`config.mk`:
```
export PLATFORM = sky130hd
export DESIGN_NAME = mac_header_extractor
export DESIGN_NICKNAME = d
export VERILOG_FILES = /design/src/rtl/mac_header_extractor.sv
export SDC_FILE = /design/constraint.sdc
export NUM_CORES = 1
export LEC_CHECK = 0
export CELL_PAD_IN_SITES_DETAIL_PLACEMENT = 0
export CELL_PAD_IN_SITES_GLOBAL_PLACEMENT = 1
export CORE_ASPECT_RATIO = 1.25
export CORE_MARGIN = 2
export CORE_UTILIZATION = 30
export DETAILED_ROUTE_END_ITERATION = 10
export GPL_TIMING_DRIVEN = 0
export HOLD_SLACK_MARGIN = 0.15
export PLACE_DENSITY = 0.61
export SYNTH_ARGS = -nofsm -noshare
export SYNTH_HDL_FRONTEND = slang
export SYNTH_SLANG_ARGS = --single-unit
```
`constraint.sdc`:
```
create_clock -name clk -period 2.7 [get_ports clk]
set_clock_uncertainty 0.2 [all_clocks]
set_input_delay 0.54 -clock clk [delete_from_list [all_inputs] [get_ports clk]]
set_output_delay 0.54 -clock clk [all_outputs]
set_load 0.02 [all_outputs]
```
`src/rtl/mac_header_extractor.sv`:
```
`default_nettype none
// ============================================================================
//  Module      : mac_header_extractor
//  Description : Per-port ingress stage. Parses dst MAC, src MAC and EtherType
//                from each received Ethernet frame and presents one lookup/learn
//                request per frame to the address table over valid/ready.
//                Runt headers are discarded and counted; headers that find the
//                single request slot busy are dropped and counted.
//  Revision    : 1.0 - initial release
// ============================================================================
module mac_header_extractor #(
    parameter int NUM_PORTS = 4,
    parameter int PORT_ID   = 0,
    parameter int CNT_W     = 16,
    localparam int PW       = (NUM_PORTS > 1) ? $clog2(NUM_PORTS) : 1
) (
    input  logic             clk,
    input  logic             rst_n,
    input  logic             rx_valid,
    input  logic [7:0]       rx_data,
    input  logic             rx_sof,
    input  logic             rx_eof,
    output logic             req_valid,
    input  logic             req_ready,
    output logic [47:0]      req_dst_mac,
    output logic [47:0]      req_src_mac,
    output logic [15:0]      req_ethertype,
    output logic [PW-1:0]    req_port,
    output logic             req_learn,
    output logic             req_flood,
    output logic             hdr_drop,
    output logic [CNT_W-1:0] drop_cnt,
    output logic [CNT_W-1:0] runt_cnt
);

    typedef enum logic [1:0] {
        S_IDLE    = 2'd0,
        S_HDR     = 2'd1,
        S_PAYLOAD = 2'd2
    } state_t;

    localparam logic [3:0] LAST_HDR_IDX = 4'd13;

    state_t           state_q, state_d;
    logic [3:0]       bidx_q, bidx_d;
    // Holds header bytes 0..12; byte 13 is taken straight from rx_data when the
    // header completes, so the slot loads in the same cycle byte 13 arrives.
    logic [103:0]     hdr_q, hdr_d;
    logic             req_valid_q, req_valid_d;
    logic [47:0]      dst_q, dst_d;
    logic [47:0]      src_q, src_d;
    logic [15:0]      type_q, type_d;
    logic             learn_q, learn_d;
    logic             flood_q, flood_d;
    logic             hdr_drop_q, hdr_drop_d;
    logic [CNT_W-1:0] drop_cnt_q, drop_cnt_d;
    logic [CNT_W-1:0] runt_cnt_q, runt_cnt_d;

    logic             hdr_done;
    logic             runt;
    logic [111:0]     full_hdr;
    logic             slot_free;
    logic             load;

    assign full_hdr = {hdr_q, rx_data};

    // Frame parser: tracks header byte index and detects runt/complete headers.
    always_comb begin
        state_d  = state_q;
        bidx_d   = bidx_q;
        hdr_d    = hdr_q;
        hdr_done = 1'b0;
        runt     = 1'b0;
        if (rx_valid) begin
            if (rx_sof) begin
                // A start of frame always restarts the parse, whatever state we are in.
                hdr_d = {hdr_q[95:0], rx_data};
                if (rx_eof) begin
                    runt    = 1'b1;
                    state_d = S_IDLE;
                    bidx_d  = 4'd0;
                end else begin
                    state_d = S_HDR;
                    bidx_d  = 4'd1;
                end
            end else begin
                case (state_q)
                    S_HDR: begin
                        hdr_d = {hdr_q[95:0], rx_data};
                        if (bidx_q == LAST_HDR_IDX) begin
                            hdr_done = 1'b1;
                            bidx_d   = 4'd0;
                            state_d  = rx_eof ? S_IDLE : S_PAYLOAD;
                        end else if (rx_eof) begin
                            runt    = 1'b1;
                            bidx_d  = 4'd0;
                            state_d = S_IDLE;
                        end else begin
                            bidx_d = bidx_q + 4'd1;
                        end
                    end
                    S_PAYLOAD: begin
                        if (rx_eof) begin
                            state_d = S_IDLE;
                        end
                    end
                    default: begin
                        state_d = S_IDLE;
                    end
                endcase
            end
        end
    end

    assign slot_free = !req_valid_q || req_ready;
    assign load      = hdr_done && slot_free;

    // Single-entry request slot plus drop/runt accounting.
    always_comb begin
        req_valid_d = load || (req_valid_q && !req_ready);
        dst_d       = dst_q;
        src_d       = src_q;
        type_d      = type_q;
        learn_d     = learn_q;
        flood_d     = flood_q;
        hdr_drop_d  = hdr_done && !slot_free;
        drop_cnt_d  = drop_cnt_q;
        runt_cnt_d  = runt_cnt_q;
        if (load) begin
            dst_d   = full_hdr[111:64];
            src_d   = full_hdr[63:16];
            type_d  = full_hdr[15:0];
            learn_d = !full_hdr[56];
            flood_d = full_hdr[104];
        end
        if (hdr_drop_d && (drop_cnt_q != {CNT_W{1'b1}})) begin
            drop_cnt_d = drop_cnt_q + CNT_W'(1);
        end
        if (runt && (runt_cnt_q != {CNT_W{1'b1}})) begin
            runt_cnt_d = runt_cnt_q + CNT_W'(1);
        end
    end

    // State register; reset clears everything including any pending request.
    always_ff @(posedge clk or negedge rst_n) begin
        if (!rst_n) begin
            state_q     <= S_IDLE;
            bidx_q      <= 4'd0;
            hdr_q       <= '0;
            req_valid_q <= 1'b0;
            dst_q       <= '0;
            src_q       <= '0;
            type_q      <= '0;
            learn_q     <= 1'b0;
            flood_q     <= 1'b0;
            hdr_drop_q  <= 1'b0;
            drop_cnt_q  <= '0;
            runt_cnt_q  <= '0;
        end else begin
            state_q     <= state_d;
            bidx_q      <= bidx_d;
            hdr_q       <= hdr_d;
            req_valid_q <= req_valid_d;
            dst_q       <= dst_d;
            src_q       <= src_d;
            type_q      <= type_d;
            learn_q     <= learn_d;
            flood_q     <= flood_d;
            hdr_drop_q  <= hdr_drop_d;
            drop_cnt_q  <= drop_cnt_d;
            runt_cnt_q  <= runt_cnt_d;
        end
    end

    assign req_valid     = req_valid_q;
    assign req_dst_mac   = dst_q;
    assign req_src_mac   = src_q;
    assign req_ethertype = type_q;
    assign req_port      = PW'(PORT_ID);
    assign req_learn     = learn_q;
    assign req_flood     = flood_q;
    assign hdr_drop      = hdr_drop_q;
    assign drop_cnt      = drop_cnt_q;
    assign runt_cnt      = runt_cnt_q;

endmodule
`default_nettype wire
```
==> key figures <==
Placement
  – IO buf count: 161
  – Placed insts: 1465
  – Final Wtd Congestion: 0.775
  – DP HPWL: 16500 microns

Critical path
  – Setup crit start kind: flip-flop
  – Crit path to: req_dst_mac[41]$_DFFE_PN0P_
  – FF-to-FF End: req_dst_mac[41]$_DFFE_PN0P_
  – Arr. time, crit path: 2.60 ns
  – Critical Path RT: 2.92 ns
  – Largest fanout on the critical path: 10
  – Critical path class: flip-flop to flip-flop
  – Worst Setup SP: bidx_q[1]$_DFFE_PN0P_
  – Worst flop-to-flop path startpoint: bidx_q[1]$_DFFE_PN0P_
  – R2R Setup Slk: 0.32 ns
  – CP Capture Type: flip-flop
  – R2R cell count: 10

Pwr
  – LEAKAGE: 6.66 nW
  – Maximum VDD drop: 0.000332 V
  – Pwr dens: 696 mW/mm^2

Cells and area
  – Multi-input logic area: 0.00341 sq mm
  – FILL cells: 3291
  – Final core utilization: 39.7%
  – Diode count: 0
  – Storage cell area: 0.00643 sq mm
  – Ratio of cells with drive above 1 in the final layout: 11.0%
  – Most common cell after layout, fill and taps aside: nand2_1
  – Area grow syn2layout: 31.1%
  – NumNets Final: 1093
  – Commonest cells after routing, fill and taps aside: nand2_1, dfrtp_1, clkdlybuf4s50_1
  – Non-Filler Instances: 1515

Floorplan
  – Core Region: 0.0334 sq mm
  – Chip Width: 168 microns
  – Die ar.: 0.0352 sq mm
  – Initial Utilization: 30.3%
  – # rows: 75
  – Die Ht: 209 microns
  – Top Ports: 164

Logic synthesis
  – Distinct cell type count after synthesis: 46
  – Largest cells by area after synthesis: dfrtp_1, nand2_1, mux2_1
  – Post-synth EDFFs: 0
  – Post-Syn Area: 0.0101 sq mm
  – Main flop type after synthesis: dfrtp_1
  – Simple-gate portion of the synthesized area: 16.2%
  – Seq/Total Area, Yosys: 63.6%
  – Adder-cell share of the synthesized area: 0.742%
  – Post-Synthesis Cells: 878
  – Synth area leader: dfrtp_1
  – Xor and xnor fraction of the mapped netlist area: 2.34%
  – #FFs+latches synth: 257
  – Post-synthesis mux area share: 12.8%
  – Area fraction of the dominant cell type after synthesis: 63.6%
  – Syn avg cell area: 11.5 sq um
  – Ys Warns: 0
  – Complex-gate fraction of the synthesized area: 1.56%
  – Largest family of logic cells by synthesized area: simple AND/OR/NAND/NOR gates
  – Asr flop ratio synth: 100%

STA
  – Setup-failing EPs final: 0
  – Max Clk Rate: 0.420 GHz
  – Final period utilization: 88.3%
  – Slew margin rel.: 52.4%
  – Fin Hold WS: 0.270 ns
  – Fin. max-slew vios: 0
  – Period minus WS final: 2.38 ns
  – Worst-Margin Slew: 0.705 ns
  – Final hold viol count: 0
  – RSZ-0062 raised after global routing: false

Route
  – Drt total wl: 24000 microns
  – DR iter-0 viols: 331
  – DRC violations left: 0
  – Detailed Routing Iterations Pass 1: 4
  – Drt wl/cell: 15.9 microns
  – Detail Route Antenna Nets: 0
  – Vias post-DR: 6703
  – Via density: 4.42

CTS
  – H-tree levels: 1
  – Clock latency on the worst-skew pair: 0.54 ns
  – Postcts setup bufs: 0
  – Num CTS Buffers: 28
  – CTS tree: yes
  – CTS Buffer Depth: 3
  – Clock Tree Root: clkbuf_16
  – Clock transition at path regs: 0.06 ns
  – Clk sinks: 257

Global route
  – Vias in the first global route: 7145
  – Initial antenna violation count: 0
  – Gr ovfl total: 0
  – Largest net degree at the start of global routing: 88
  – First-pass GRT wire length: 39700 microns
  – Gr usage total: 14.0%

Job
  – Max cap viols: 0

Run status
  – Status: completed

Worst hold path
  – Hold crit path type: flip-flop to flip-flop
==> power by group <==
| part | total (W) | switching [W] | leakage, nW | internal (W) |
|---|---|---|---|---|
| registers | 0.00468 | 0.000399 | 3.50 | 0.00428 |
| logic | 0.000735 | 0.000443 | 2.70 | 0.000292 |
| clock network | 0.00382 | 0.00154 | 0.464 | 0.00228 |
| total | 0.00923 | 0.00238 | 6.66 | 0.00685 |
==> layout make-up <==
type / instances / area share [%]
sequential: 257 / 48.5
multi-input combinational: 571 / 25.7
timing repair buffer: 164 / 12.7
clock buffer: 42 / 6.52
tap: 423 / 3.99
buffer: 42 / 1.86
clock inverter: 7 / 0.453
inverter: 9 / 0.255
==> synth_stat cells, types with 2 or more instances <==
master,number
and2_1,3
xnor2_1,17
buf_1,2
xor2_1,10
mux2_2,45
clkbuf_1,21
a21oi_1,4
buf_2,5
o21a_1,2
buf_4,5
nor2_1,16
and4_1,4
ha_1,6
buf_6,8
nand2_1,332
mux2_1,69
inv_1,8
o21ai_0,6
nand3_1,12
or3_1,2
nand4b_1,5
o31ai_1,2
nand4_1,6
dfrtp_1,257
and3_1,10
==> cells by family (layout without fill, tap and decap cells) <==
group                    after synthesis  in the layout
other                                  1              2
flip-flops                           257            257
adder cells (fa/ha/maj)                6              6
AO/OA/AOI/OAI                         23             23
XOR/XNOR                              27             27
AND/OR/NAND/NOR                      398            398
multiplexers                         115            115
buffers and inverters                 51            264
==> sequential cells by signal (all words and copies together) (netlist names) <==
name and flops:
req_src_mac 48, drop_cnt 16, state_q 2, req_valid 1, bidx_q 4, hdr_drop 1, req_learn 1, runt_cnt 16
req_dst_mac 48, hdr_q 104, req_ethertype 16
==> through the flow <==
step | instance area, sq um | setup TNS (ns) | setup slack (ns) | total power, W
floorplan | 10100 | 0 | 0.634 | 0.00506
global placement | 12300 | -2810.24 | -10.87 | 0.00549
detailed placement | 12300 | -24.18 | -0.401 | 0.00552
CTS | 13300 | 0 | 0.0824 | 0.00944
global route | 13300 | 0 | 0.0375 | 0.00975
finish | 13300 | 0 | 0.316 | 0.00923
==> metal layers <==
| metal | up-vias | global-route usage (%) | part of all wire, % |
|---|---|---|---|
| li1 | 3254 | - | - |
| met1 | 3290 | 17.2 | 43 |
| met2 | 126 | 24.5 | 50 |
| met3 | 33 | 3.39 | 5.4 |
| met4 | 0 | 3.72 | 1.8 |
| met5 | - | 0 | 0 |
==> worst min-delay path by stage <==
stage / start / cells past startpoint / end
after floorplan: rst_n / 0 / bidx_q[0]$_DFFE_PN0P_
after global placement: hdr_q[102]$_DFFE_PN0P_ / 2 / hdr_q[102]$_DFFE_PN0P_
after detailed placement: hdr_q[97]$_DFFE_PN0P_ / 2 / hdr_q[97]$_DFFE_PN0P_
after CTS: hdr_q[98]$_DFFE_PN0P_ / 2 / hdr_q[98]$_DFFE_PN0P_
after global routing: hdr_q[98]$_DFFE_PN0P_ / 2 / hdr_q[98]$_DFFE_PN0P_
final: hdr_q[98]$_DFFE_PN0P_ / 2 / hdr_q[98]$_DFFE_PN0P_
==> critical path, stage by stage, from the launching register on <==
cell and delay [ns]:
dfrtp_1 0.42, inv_1 0.07, ha_1 0.17, nand3_1 0.12
nor2_1 0.11, nand3_1 0.11, nor2b_1 0.15, buf_2 0.19
buf_6 0.19, buf_6 0.19, mux2_1 0.33
==> timing repair <==
action,in CTS,in global routing
hold buffers,1,0
resized for setup,1,2
pin swaps,0,0
hold endpoints to repair,84,0
endpoints found under the setup margin,10,8
Power figures use the tool's default switching activity.
